### src/rtl/regfile_mp.sv
// Multi-port register file with per-register pending (busy) bits.
// Combinational reads with optional same-cycle write forwarding and a hard-wired zero register.
module regfile_mp #(
  parameter int unsigned DATA_W   = 32,
  parameter int unsigned ADDR_W   = 5,
  parameter int unsigned NRD      = 2,
  parameter int unsigned NWR      = 2,
  parameter int unsigned BYPASS   = 1,
  parameter int unsigned ZERO_REG = 1
) (
  input  logic                    clk,
  input  logic                    reset,
  input  logic [NRD*ADDR_W-1:0]   ra,
  output logic [NRD*DATA_W-1:0]   rd,
  output logic [NRD-1:0]          rbusy,
  input  logic [NWR-1:0]          we,
  input  logic [NWR*ADDR_W-1:0]   wa,
  input  logic [NWR*DATA_W-1:0]   wd,
  input  logic                    bset,
  input  logic [ADDR_W-1:0]       bset_a
);

  localparam int unsigned NREG    = 2 ** ADDR_W;
  localparam bit          ZERO_EN = (ZERO_REG != 0);
  localparam bit          BYP_EN  = (BYPASS != 0);

  logic [DATA_W-1:0] r_mem [NREG];
  logic [NREG-1:0]   r_busy;

  logic [ADDR_W-1:0] w_wa [NWR];
  logic [DATA_W-1:0] w_wd [NWR];
  logic [NWR-1:0]    w_wr_en;
  logic              w_bset_en;

  // Unpack write ports; writes to the zero register are dropped here so
  // neither storage nor forwarding ever sees them.
  for (genvar j = 0; j < NWR; j++) begin : g_wport
    assign w_wa[j]    = wa[j*ADDR_W +: ADDR_W];
    assign w_wd[j]    = wd[j*DATA_W +: DATA_W];
    assign w_wr_en[j] = we[j] & ~(ZERO_EN & (w_wa[j] == '0));
  end

  assign w_bset_en = bset & ~(ZERO_EN & (bset_a == '0));

  // Storage and busy bits; later ports overwrite earlier ones, and bset is
  // applied last so it wins over a same-edge clear.
  always_ff @(posedge clk or negedge reset) begin : p_store
    if (!reset) begin
      for (int unsigned k = 0; k < NREG; k++) begin
        r_mem[k] <= '0;
      end
      r_busy <= '0;
    end else begin
      for (int unsigned j = 0; j < NWR; j++) begin
        if (w_wr_en[j]) begin
          r_mem[w_wa[j]]  <= w_wd[j];
          r_busy[w_wa[j]] <= 1'b0;
        end
      end
      if (w_bset_en) begin
        r_busy[bset_a] <= 1'b1;
      end
    end
  end

  for (genvar i = 0; i < NRD; i++) begin : g_rport
    logic [ADDR_W-1:0] w_ra;
    logic              w_hit;
    logic [DATA_W-1:0] w_byp;
    logic [DATA_W-1:0] w_rd;
    logic              w_rb;

    assign w_ra = ra[i*ADDR_W +: ADDR_W];

    // Highest-index matching write port supplies the forwarded data.
    always_comb begin : p_bypass
      w_hit = 1'b0;
      w_byp = '0;
      for (int unsigned j = 0; j < NWR; j++) begin
        if (w_wr_en[j] && (w_wa[j] == w_ra)) begin
          w_hit = 1'b1;
          w_byp = w_wd[j];
        end
      end
    end

    always_comb begin : p_read
      w_rd = r_mem[w_ra];
      w_rb = r_busy[w_ra];
      if (BYP_EN && w_hit) begin
        w_rd = w_byp;
        w_rb = 1'b0;
      end
      if (!reset || (ZERO_EN && (w_ra == '0))) begin
        w_rd = '0;
        w_rb = 1'b0;
      end
    end

    assign rd[i*DATA_W +: DATA_W] = w_rd;
    assign rbusy[i]               = w_rb;
  end

endmodule

### config.mk
export PLATFORM = sky130hd
export DESIGN_NAME = regfile_mp
export DESIGN_NICKNAME = d
export VERILOG_FILES = /design/src/rtl/regfile_mp.sv
export SDC_FILE = /design/constraint.sdc
export NUM_CORES = 2
export LEC_CHECK = 0
export ABC_CLOCK_PERIOD_IN_PS = 7450
export CAP_MARGIN = 10
export CORE_MARGIN = 2
export CORE_UTILIZATION = 30
export DETAILED_ROUTE_END_ITERATION = 12
export MAX_ROUTING_LAYER = met4
export PLACE_DENSITY = 0.49
export REMOVE_ABC_BUFFERS = 1
export SLEW_MARGIN = 5
export SYNTH_ARGS = -nofsm -noshare
export SYNTH_HDL_FRONTEND = slang
export SYNTH_SLANG_ARGS = --single-unit
### constraint.sdc
create_clock -name clk -period 7.45 [get_ports clk]
set_clock_uncertainty 0.15 [all_clocks]
set_input_delay 1.49 -clock clk [delete_from_list [all_inputs] [get_ports clk]]
set_output_delay 1.49 -clock clk [all_outputs]
set_load 0.01 [all_outputs]
==> impl_results.md <==
* Unique masters post-synth at between 50 and 60
* Most used cell, CP: clkdlybuf4s50_1
* CP arrival at between 5 and 6 ns
* Sequential cell area at approximately 26000 um2
* Fin crit period at 7.12 ns
* Sequential fraction of the synthesis area at between 30% and 40%
* Worst r2r path cells at 3
* CTS tree: built
* Adder-Cell Fraction of Synth Area at 0%
* # hold bufs at CTS at 0
* Postcts setup bufs at 0
* Std-Cell Rows at between 150 and 200
* Unrepaired setup endpoints after global routing: false
* Final period util at 95.6%
* Largest family of logic cells by synthesized area: multiplexers
* LEAKAGE at just over 30 nW
* Number of global-route vias before repair at 52700
* Top Ports at 160
* Synth area leaders: dfrtp_1 40%, mux4_2 20%, mux2i_1 12%, a21oi_1 5.7%, nand2_1 4.2%
* CTS Buffer Depth at 3
* GR Overflow Total at 0
* Hold Violations, Final at 0
* Routed length on met3 at between 20 and 30 mm
* Crit path buf inv count at 2
* Final slew viol count at 0
* CP Capture Type: output pin
* Sw Ratio at about a third
* Outcome: finished clean
* CP startpoint kind: primary input
* Critical path fanouts, max at 35
* CTS root buf: clkbuf_16
* CP required at 5.81 ns
* Commonest non-fill, non-tap cell in the layout: dfrtp_1
* Pin count of the biggest net entering global routing at 160
* DIE AREA at ~220000 um2
* CORE AREA at roughly 220000 um2
* DRT iter0 DRCs at between 7000 and 8000
* Critical path class: in -> out
* Initial DRT Pass Iterations at 6
* Metal2 WL at around 130 mm
* Cell Pwr Density at approximately 270 nW/um2
* Most frequent cells in the layout: 1056 x dfrtp_1, 824 x mux2i_1, 751 x a21oi_1, 705 x nand2_1, 619 x nor2_1
* Fill count at approximately 22000
* H-tree lvl count at 4
* Maxcap violations at 0
* Simple-Gate Fraction of Synth Area at a little under a tenth
* Crit path depth at 7
* Hold Crit Class: reg -> reg
* IO buf count at ~160
* Clock sink count at ~1100
* Slowest stage cell, crit path: or3_4
* Design Area, Final at between 70000 and 80000 um2
* Int Power at 13.8 mW
* Wirelength per Cell at 32.3 um
* Yosys warns at 0
* Die Wd at 474 um
* Synth Area in Compound Gates at 12.7%
* Total track usage at 26.8%
* Total CTS buffers at 130
* Setup tns final at 0 ns
* Initial Utilization at between 30% and 40%
* Rel. slew slack at 14.2%
* Post-synth top area cell: dfrtp_1
* Prevailing post-synth register cell: dfrtp_1
* Chip height at around 470 um
* Syn Std Cell Area at around 66000 um2
* DP Area at slightly above 70000 um2
* GP Congestion at 0.900
* Flop pwr share at roughly two fifths
* Kind of cell adding the most delay to the critical path: buffers and inverters
* P_sw at around 6.3 mW
* Met1 Wirelength at between 100 and 150 mm
* Detail Route Antenna Nets at 0
* Post-synth EDFFs at 0
* First-pass GRT wire length at roughly 420 mm
* Max incr delay on CP at between 0.7 and 0.8 ns
* Post-DP HPWL at around 180 mm
* Setup ws final at between 0.3 and 0.4 ns
* Logic pwr share at 25.0%
* Clock-pin slew on the worst setup and hold paths at around 0.060 ns
* Slew @ Worst Pin at roughly 1.3 ns
* Worst vdd ir at ~0.17 mV
* Footprint of the multi-input gates at about 37000 um2
* Gate Count Post-Synth at roughly 6400
* Via count at approximately 55000
* Initial antenna violation count at 13
* Ys async rst share at 100%
* Pre-CTS setup slack at around 0.39 ns
* Nets at a little over 6000
* XOR/XNOR Fraction of Synth Area at 0.264%
* Avg Inst Size Synth at 10.3 um2
* Mux share of post-synthesis cell area at approximately 33%
* Layout cells sized above 1 at between 15 and 20%
* Fin util at 34.3%
* Area growth syn-to-layout at 13.6%
* Hold Crit Depth at 0
* Vias per cell at around 6
* Clock Latency Late Sink at ~0.80 ns
* Post-CTS sizing at 0
* Top-area cell type share of the netlist area at 39.8%
* Max Clk Rate at 0.140 GHz
* Final setup fails at 0
* DRC violations left at 0
* DRT Wirelength at between 200 and 300 mm
* Top Metal Used: met4
* Worst path cell trace: clkdlybuf4s50_1 > or2_0 > o41ai_2 > or3_4 > nor2_1 > a311oi_1 > clkdlybuf4s50_1
* Clock Power Share at 33.0%
* Post-synthesis register bit count at 1056
-- worst register-to-register path: stages, from the launching register on --
cell     delay [ns]
dfrtp_1        0.42
nand2_1        0.08
a21oi_1        0.07
a21o_1         0.20
-- cell type report --
| class | count | share of cell area, % |
|---|---|---|
| diodes | 11 | 0.0365 |
| clock buffers | 188 | 5.08 |
| clock inverters | 39 | 0.684 |
| inverters | 37 | 0.184 |
| multi-input cells | 4492 | 48.9 |
| flip-flops and latches | 1056 | 35.1 |
| well taps | 2958 | 4.91 |
| repair buffers | 419 | 5.19 |
-- state kept, by name, summed over array words and instances, names as in the netlist --
| signal | count |
|---|---|
| r_mem | 1024 |
| r_busy | 32 |
-- power by group through the flow --
| stage | clock, mW | sequential [mW] | combinational, mW |
|---|---|---|---|
| after floorplan | 0 | 8.01 | 3.39 |
| after global placement | 0 | 8.41 | 4.94 |
| after detailed placement | 0 | 8.47 | 5.04 |
| after CTS | 6.73 | 8.39 | 5.05 |
| after global routing | 6.96 | 8.61 | 5.46 |
| final | 6.66 | 8.46 | 5.05 |
-- path summary, 6_finish.rpt --
kind	slack (ns)	startpoint	end
min in group asynchronous	0.47	reset	r_mem[866]$_DFF_PN0_
max in group asynchronous	3.33	reset	r_mem[155]$_DFF_PN0_
max	0.33	wa[5]	rd[53]
min	0.25	r_mem[1001]$_DFF_PN0_	r_mem[1001]$_DFF_PN0_
min reg2reg	0.25	r_mem[1001]$_DFF_PN0_	r_mem[1001]$_DFF_PN0_
max reg2reg	6.42	r_mem[799]$_DFF_PN0_	r_mem[799]$_DFF_PN0_
-- cell families after synthesis --
family / count (synthesis)
compound gates: 1523
xor+xnor: 20
buf+inv: 864
flops: 1056
mux: 1419
simple gates: 1530
-- through the flow --
stage	power [mW]	hold WS, ns	std cells
floorplan	11.4	0.215	5585
global placement	13.4	0.226	8961
detailed placement	13.5	0.232	8961
CTS	20.2	0.246	9188
global route	21.0	0.255	9196
finish	20.2	0.246	9200
-- layer usage --
layer / vias up / track usage, %
met5: - / -
li1: 22800 / -
met2: 3360 / 39.1
met4: 0 / 10.5
met3: 575 / 5.21
met1: 28300 / 36.6
-- cells in the mapped netlist (4+ instances only) --
| cell type | instances |
|---|---|
| dfrtp_1 | 1056 |
| and2_1 | 7 |
| nor2_1 | 643 |
| inv_1 | 37 |
| nor2b_1 | 7 |
| nand3_1 | 36 |
| o221ai_1 | 30 |
| a31oi_1 | 90 |
| buf_2 | 133 |
| nor3_1 | 41 |
| clkbuf_2 | 9 |
| a22o_1 | 5 |
| a32o_1 | 13 |
| buf_1 | 99 |
| nand2b_1 | 4 |
| a22oi_1 | 124 |
| and3_1 | 10 |
| mux2i_1 | 824 |
| buf_4 | 31 |
| a311oi_1 | 31 |
| xnor2_1 | 19 |
| nor3_2 | 4 |
| a21oi_1 | 751 |
| nor3b_1 | 6 |
| buf_6 | 11 |
| o21ai_0 | 465 |
| clkbuf_1 | 544 |
| and3b_1 | 7 |
| nor4_1 | 9 |
| nand2_1 | 737 |
| mux4_2 | 594 |
Power figures use the tool's default switching activity.
